[src/rtl/sprite_cmd_sequencer.sv]
// ============================================================================
// sprite_cmd_sequencer
//
// Purpose:
//   Sits between the Avalon slave port and the shared 32-bit command bus
//   that the sprite display blocks decode. Software pushes sprite command
//   words and "commit" requests into an in-order FIFO. Commands are replayed
//   one per cycle with the pp_selc bit (bit 13) steered to the back buffer.
//   Each commit turns into a single flush word (info = 4'hF) that is only
//   emitted during vertical blanking, at most once per blanking interval,
//   so buffer swaps never tear.
//
// Ports:
//   clk         in   1   system clock
//   reset       in   1   synchronous, active-high
//   chipselect  in   1   Avalon slave select
//   write       in   1   Avalon write strobe
//   read        in   1   Avalon read strobe
//   address     in   2   0 = push command, 1 = commit, 2 = status
//   writedata   in  32   Avalon write data
//   readdata    out 32   Avalon read data (registered, valid next cycle)
//   hcount      in  10   VGA horizontal count (not needed for sequencing)
//   vcount      in  10   VGA vertical count
//   cmd_out     out 32   registered command bus to the sprite blocks
//   front       out  1   buffer currently being displayed
// ============================================================================
module sprite_cmd_sequencer #(
    parameter int DEPTH        = 16,
    parameter int ADDR_W       = 4,
    parameter int VBLANK_START = 480
) (
    input  logic        clk,
    input  logic        reset,
    input  logic        chipselect,
    input  logic        write,
    input  logic        read,
    input  logic [1:0]  address,
    input  logic [31:0] writedata,
    output logic [31:0] readdata,
    input  logic [9:0]  hcount,
    input  logic [9:0]  vcount,
    output logic [31:0] cmd_out,
    output logic        front
);

    typedef enum logic [1:0] {
        RUN      = 2'd0,
        WAIT_VBL = 2'd1,
        FLUSH    = 2'd2
    } stateType;

    localparam logic [ADDR_W:0] FULL_LEVEL = (ADDR_W + 1)'(DEPTH);

    stateType r_state;
    stateType w_nextState;

    // Each entry is {marker, word}; a set marker means "commit here".
    logic [32:0]       r_mem [DEPTH];
    logic [ADDR_W-1:0] r_wrPtr;
    logic [ADDR_W-1:0] r_rdPtr;
    logic [ADDR_W:0]   r_level;
    logic              r_overflow;
    logic              r_armed;
    logic              r_prevVblank;

    logic              w_inVblank;
    logic              w_empty;
    logic              w_full;
    logic [32:0]       w_head;
    logic              w_wrReq;
    logic              w_commitReq;
    logic [32:0]       w_wrEntry;
    logic              w_push;
    logic              w_pop;
    logic              w_overflowEvent;
    logic              w_statusRead;
    logic [31:0]       w_status;
    logic [3:0]        w_levelField;
    logic [31:0]       w_nextCmd;
    logic              w_toggleFront;
    logic              w_clearArmed;
    logic              w_unused;

    // hcount is part of the shared video interface but plays no role here.
    assign w_unused = ^hcount;

    assign w_inVblank  = (vcount >= 10'(VBLANK_START));
    assign w_empty     = (r_level == '0);
    assign w_full      = (r_level == FULL_LEVEL);
    assign w_head      = r_mem[r_rdPtr];

    assign w_commitReq = chipselect & write & (address == 2'd1);
    assign w_wrReq     = (chipselect & write & (address == 2'd0)) | w_commitReq;
    assign w_wrEntry   = w_commitReq ? {1'b1, 32'h0} : {1'b0, writedata};

    // A full FIFO can still take a write when the head leaves in the same cycle.
    assign w_push          = w_wrReq & (~w_full | w_pop);
    assign w_overflowEvent = w_wrReq & ~w_push;

    assign w_statusRead = chipselect & read & (address == 2'd2);

    // The status word only has four bits for the level; a completely full
    // FIFO is identified by the full flag rather than the level field.
    assign w_levelField = 4'(r_level);
    assign w_status     = {23'b0, r_overflow, front, (r_state == WAIT_VBL),
                           w_full, w_empty, w_levelField};

    // Next-state and output decode. Commands are tagged with the back buffer
    // at pop time, so anything queued behind a commit lands on the buffer
    // that becomes the back buffer after the swap.
    always_comb begin
        w_nextState   = r_state;
        w_pop         = 1'b0;
        w_nextCmd     = 32'h0;
        w_toggleFront = 1'b0;
        w_clearArmed  = 1'b0;
        case (r_state)
            RUN: begin
                if (!w_empty) begin
                    if (w_head[32]) begin
                        w_nextState = WAIT_VBL;
                    end else begin
                        w_pop     = 1'b1;
                        w_nextCmd = {w_head[31:14], ~front, w_head[12:0]};
                    end
                end
            end
            WAIT_VBL: begin
                if (w_inVblank && r_armed) begin
                    w_pop       = 1'b1;
                    w_nextState = FLUSH;
                end
            end
            FLUSH: begin
                w_nextCmd     = {6'b0, 5'b0, 4'hF, 3'b0, ~front, 13'b0};
                w_toggleFront = 1'b1;
                w_clearArmed  = 1'b1;
                w_nextState   = RUN;
            end
            default: begin
                w_nextState = RUN;
            end
        endcase
    end

    // State register.
    always_ff @(posedge clk) begin
        if (reset) begin
            r_state <= RUN;
        end else begin
            r_state <= w_nextState;
        end
    end

    // FIFO storage; contents need no reset because the level gates them.
    always_ff @(posedge clk) begin
        if (!reset && w_push) begin
            r_mem[r_wrPtr] <= w_wrEntry;
        end
    end

    // FIFO pointers and occupancy.
    always_ff @(posedge clk) begin
        if (reset) begin
            r_wrPtr <= '0;
            r_rdPtr <= '0;
            r_level <= '0;
        end else begin
            if (w_push) begin
                r_wrPtr <= r_wrPtr + ADDR_W'(1);
            end
            if (w_pop) begin
                r_rdPtr <= r_rdPtr + ADDR_W'(1);
            end
            case ({w_push, w_pop})
                2'b10:   r_level <= r_level + (ADDR_W + 1)'(1);
                2'b01:   r_level <= r_level - (ADDR_W + 1)'(1);
                default: r_level <= r_level;
            endcase
        end
    end

    // Command bus and displayed-buffer flag.
    always_ff @(posedge clk) begin
        if (reset) begin
            cmd_out <= 32'h0;
            front   <= 1'b0;
        end else begin
            cmd_out <= w_nextCmd;
            if (w_toggleFront) begin
                front <= ~front;
            end
        end
    end

    // The armed flag re-arms on each entry into vertical blanking so that a
    // second commit cannot swap again within the same blanking interval.
    always_ff @(posedge clk) begin
        if (reset) begin
            r_armed      <= 1'b1;
            r_prevVblank <= 1'b0;
        end else begin
            r_prevVblank <= w_inVblank;
            if (w_clearArmed) begin
                r_armed <= 1'b0;
            end else if (w_inVblank && !r_prevVblank) begin
                r_armed <= 1'b1;
            end
        end
    end

    // Sticky overflow flag; a status read clears it, but an overflow in the
    // same cycle wins so no drop goes unreported.
    always_ff @(posedge clk) begin
        if (reset) begin
            r_overflow <= 1'b0;
        end else begin
            r_overflow <= (r_overflow & ~w_statusRead) | w_overflowEvent;
        end
    end

    // Registered read port; anything other than a status read returns zero.
    always_ff @(posedge clk) begin
        if (reset) begin
            readdata <= 32'h0;
        end else begin
            readdata <= w_statusRead ? w_status : 32'h0;
        end
    end

endmodule

[config.mk]
export PLATFORM = sky130hd
export DESIGN_NAME = sprite_cmd_sequencer
export DESIGN_NICKNAME = d
export VERILOG_FILES = /design/src/rtl/sprite_cmd_sequencer.sv
export SDC_FILE = /design/constraint.sdc
export NUM_CORES = 1
export LEC_CHECK = 0
export CORE_AREA = 2 2 194 196
export DETAILED_ROUTE_END_ITERATION = 7
export DIE_AREA = 0 0 196 198
export PLACE_DENSITY = 0.92
export SLEW_MARGIN = 15
export SYNTH_ARGS = -nofsm -noshare
export SYNTH_HDL_FRONTEND = slang
export SYNTH_SLANG_ARGS = --single-unit
[constraint.sdc]
create_clock -name clk -period 18.19 [get_ports clk]
set_clock_uncertainty 0.2 [all_clocks]
set_input_delay 2.7285 -clock clk [delete_from_list [all_inputs] [get_ports clk]]
set_output_delay 2.7285 -clock clk [all_outputs]
set_load 0.05 [all_outputs]
==> impl_metrics.py <==
metrics = {
    "outcome": {
        "outcome": "finished clean",
    },
    "timing": {
        "timing_hold_violations_final": 0,
        "post-route-min-period_ps": 5300,
        "finalSetupViolCount": 0,
        "totalNegativeSetupSlack_ps": 0,
        "relSlewSlack_pct": 21.7,
        "timing_worst_slew_pin_value_ps": 1170,
        "fmax_mhz": 189,
        "unrepaired_setup_endpoints_after_global_routing": "no",
        "timing_max_transition_violations_final": 0,
        "timing.final.crit_share_pct": 29.1,
    },
    "pwr": {
        "power.density_nw_per_um2": 126,
        "p_leak_nw": 7.94,
        "irDropWorstVdd_uv": 93.9,
    },
    "cts": {
        "clkSlewWorstSetupHoldPaths_ps": 60,
        "num_cts_buffers": 53,
        "tritoncts": "done",
        "post-cts-setup-buffer-count": 0,
        "clockRootBuffer": "clkbuf_16",
        "cts.htree.levels": 2,
        "worst_skew_pair.late_latency_ps": 620,
        "cts.sink_count": 576,
        "postCtsHoldBufs": 0,
        "post_cts_resize_count": 0,
        "clk_path_buf_depth": 3,
    },
    "synth": {
        "synth_area_um2": 22200,
        "post-synth-top-area-fraction_pct": 69.3,
        "ys_async_sr_fraction_pct": 0,
        "synth_largest_area_cell": "edfxtp_1",
        "syn_avg_cell_area_um2": 21.5,
        "synth-warning-count": 0,
        "synth-seq-area-share_pct": 75.1,
        "synth_cell_type_count": 55,
        "synth_seq_cells": 576,
        "yosys.cell_count.top_type": "edfxtp_1",
        "yosys-top-cells-count": "edfxtp_1 (512), mux4_2 (157), dfxtp_1 (64)",
        "synthCells": 1033,
        "synth-edff-count": 512,
        "yosys-top-cells-area": "edfxtp_1 (69%), mux4_2 (16%), dfxtp_1 (5.8%), and2_1 (0.93%), nor2b_2 (0.79%)",
        "ys_dominant_reg_cell": "edfxtp_1",
    },
    "global_routing": {
        "globalRouteOverflowTotal": 0,
        "via_count_of_the_first_global_routing_pass": 11290,
        "grt_max_degree": 79,
        "gr-usage-all-layers_pct": 27.3,
        "antenna_violations_before_repair": 1,
        "grt_first_pass_wirelength_mm": 74.9,
    },
    "run": {
        "max_cap_violations": 0,
    },
    "setup_path": {
        "crit_path_kind": "in -> reg",
        "worst_setup_path_end_kind": "flop",
        "cp.arrival_ps": 5600,
        "path_max_fanout": 12,
        "worstPathCellList": "clkdlybuf4s50_1 > a41o_1 > nand4_1 > o32ai_1 > nor2_1 > inv_2 > ha_1 > nor2b_1 > o21ai_0 > nand2b_1 > or4_1 > o311ai_1",
        "setup.reg_to_reg.worst_slack_ps": 13760,
        "cp_max_stage_delay_ps": 430,
        "cp.required_ps": 18490,
        "launching_element_type_of_the_critical_path": "primary input",
        "slowest_stage": "clkdlybuf4s50_1",
    },
    "layout": {
        "post-route-cell-area_um2": 25300,
        "final_cells": 1659,
        "fill_cells": 2215,
        "area_delta_synth_final_pct": 14.3,
        "finish.net_count": 1209,
        "final_layout_size_suffix_gt1_share_pct": 26.6,
    },
    "placed_design": {
        "post_dp_cell_area_um2": 23600,
        "detailedPlacementHpwl_mm": 23.7,
        "place.port_buffers": 84,
        "place.detailed.instances": 1560,
        "finalWeightedCongestion": 0.807,
    },
    "die": {
        "core-area_um2": 37000,
        "chipHeight_um": 198,
        "rows": 71,
        "dieArea_um2": 38800,
        "floorplan.io_pins": 124,
        "start_util_pct": 60.0,
        "dieWidth_um": 196,
    },
    "route": {
        "wl_per_cell_um": 31.0,
        "num_vias": 10892,
        "antenna_left": 0,
        "drt_pass1_iterations": 5,
        "routed_wirelength_mm": 51.4,
        "count_of_unresolved_drc_violations_after_routing": 0,
        "post_drt_via_cell_ratio": 6.57,
        "drt_iter0_markers": 1209,
    },
    "worst_hold_path": {
        "hold_path_class": "reg -> reg",
    },
}
-- kinds of logic after synthesis --
| logic type | share of synthesized area [%] |
|---|---|
| mux | 16.7 |
| flops | 75.1 |
| buf+inv | 2.07 |
| simple gates | 4.35 |
| compound gates | 1.08 |
| xor+xnor | 0.119 |
| other cells | 0.0169 |
| fa+ha+maj | 0.542 |
-- through the flow --
stage | total power, mW | util [%] | worst slack (ps) | hold WS [ps]
after floorplan | 1.93 | - | 10880 | 227
final | 3.18 | 68.6 | 12890 | 257
after global placement | 2.04 | 63.7 | 12450 | 235
after global routing | 3.28 | 68.6 | 12720 | 290
after detailed placement | 2.06 | 63.7 | 12310 | 253
after CTS | 3.20 | 68.6 | 12930 | 259
-- placed cells by master, fill, tap and decap left out, drive strengths merged, types with 2 or more instances in the layout --
cell / instances
clkdlybuf4s50: 84
nand3b: 2
nor2b: 31
xnor2: 2
or3: 3
edfxtp: 512
or4: 3
o21a: 2
bufinv: 7
o21ai: 9
a31oi: 4
a21oi: 8
conb: 23
nand3: 3
nand2b: 9
nor2: 20
mux4: 157
inv: 13
mux2: 11
clkinv: 23
buf: 23
nand2: 7
dfxtp: 64
nand4: 2
clkbuf: 61
and2: 33
nor4: 7
ha: 8
o41ai: 2
nor3: 31
mux2i: 3
clkinvlp: 4
-- power by group --
group,internal (mW),switching [mW]
logic,0.247,0.280
clock network,0.642,0.500
registers,1.47,0.0440
total,2.36,0.824
-- sequential cells by signal, summed over array words and instances, names as in the netlist, named ones only --
signal	count
r_level	5
r_armed	1
cmd_out	32
readdata	9
r_overflow	1
r_state	2
r_rdPtr	4
r_wrPtr	4
r_mem	512
front	1
r_prevVblank	1
-- layer usage --
metal | global-route usage [%] | share of wire (%) | vias to the layer above
li1 | - | - | 4409
met1 | 35.4 | 36 | 5680
met2 | 46.5 | 52 | 676
met3 | 5.02 | 8.0 | 127
met4 | 11.0 | 3.7 | 0
met5 | 0 | 0 | -
-- worst paths after layout --
| path | cells past startpoint | to | start |
|---|---|---|---|
| worst max-delay path | 12 | r_level[4] | vcount[5] |
| worst min-delay path | 2 | r_overflow | r_overflow |
| worst max register to register | 8 | r_mem[1][28] | flop |
| worst min register to register | 2 | r_overflow | r_overflow |
-- layout make-up --
type | count | area (um^2) | area share [%]
Antenna cell | 1 | 2.50 | 0.00987
Clock buffer | 61 | 1360 | 5.35
Clock inverter | 37 | 429 | 1.69
Inverter | 10 | 37.5 | 0.148
Multi-Input combinational cell | 393 | 5240 | 20.7
Sequential cell | 576 | 16700 | 65.8
Tap cell | 474 | 593 | 2.34
Timing Repair Buffer | 107 | 1010 | 4.00
-- critical path: cells and delay by family --
kind,cells,cell delay [ps]
simple gates,5,1200
fa+ha+maj,1,330
buf+inv,2,610
compound gates,4,730
Note: power is estimated with default switching activity, not from simulation.
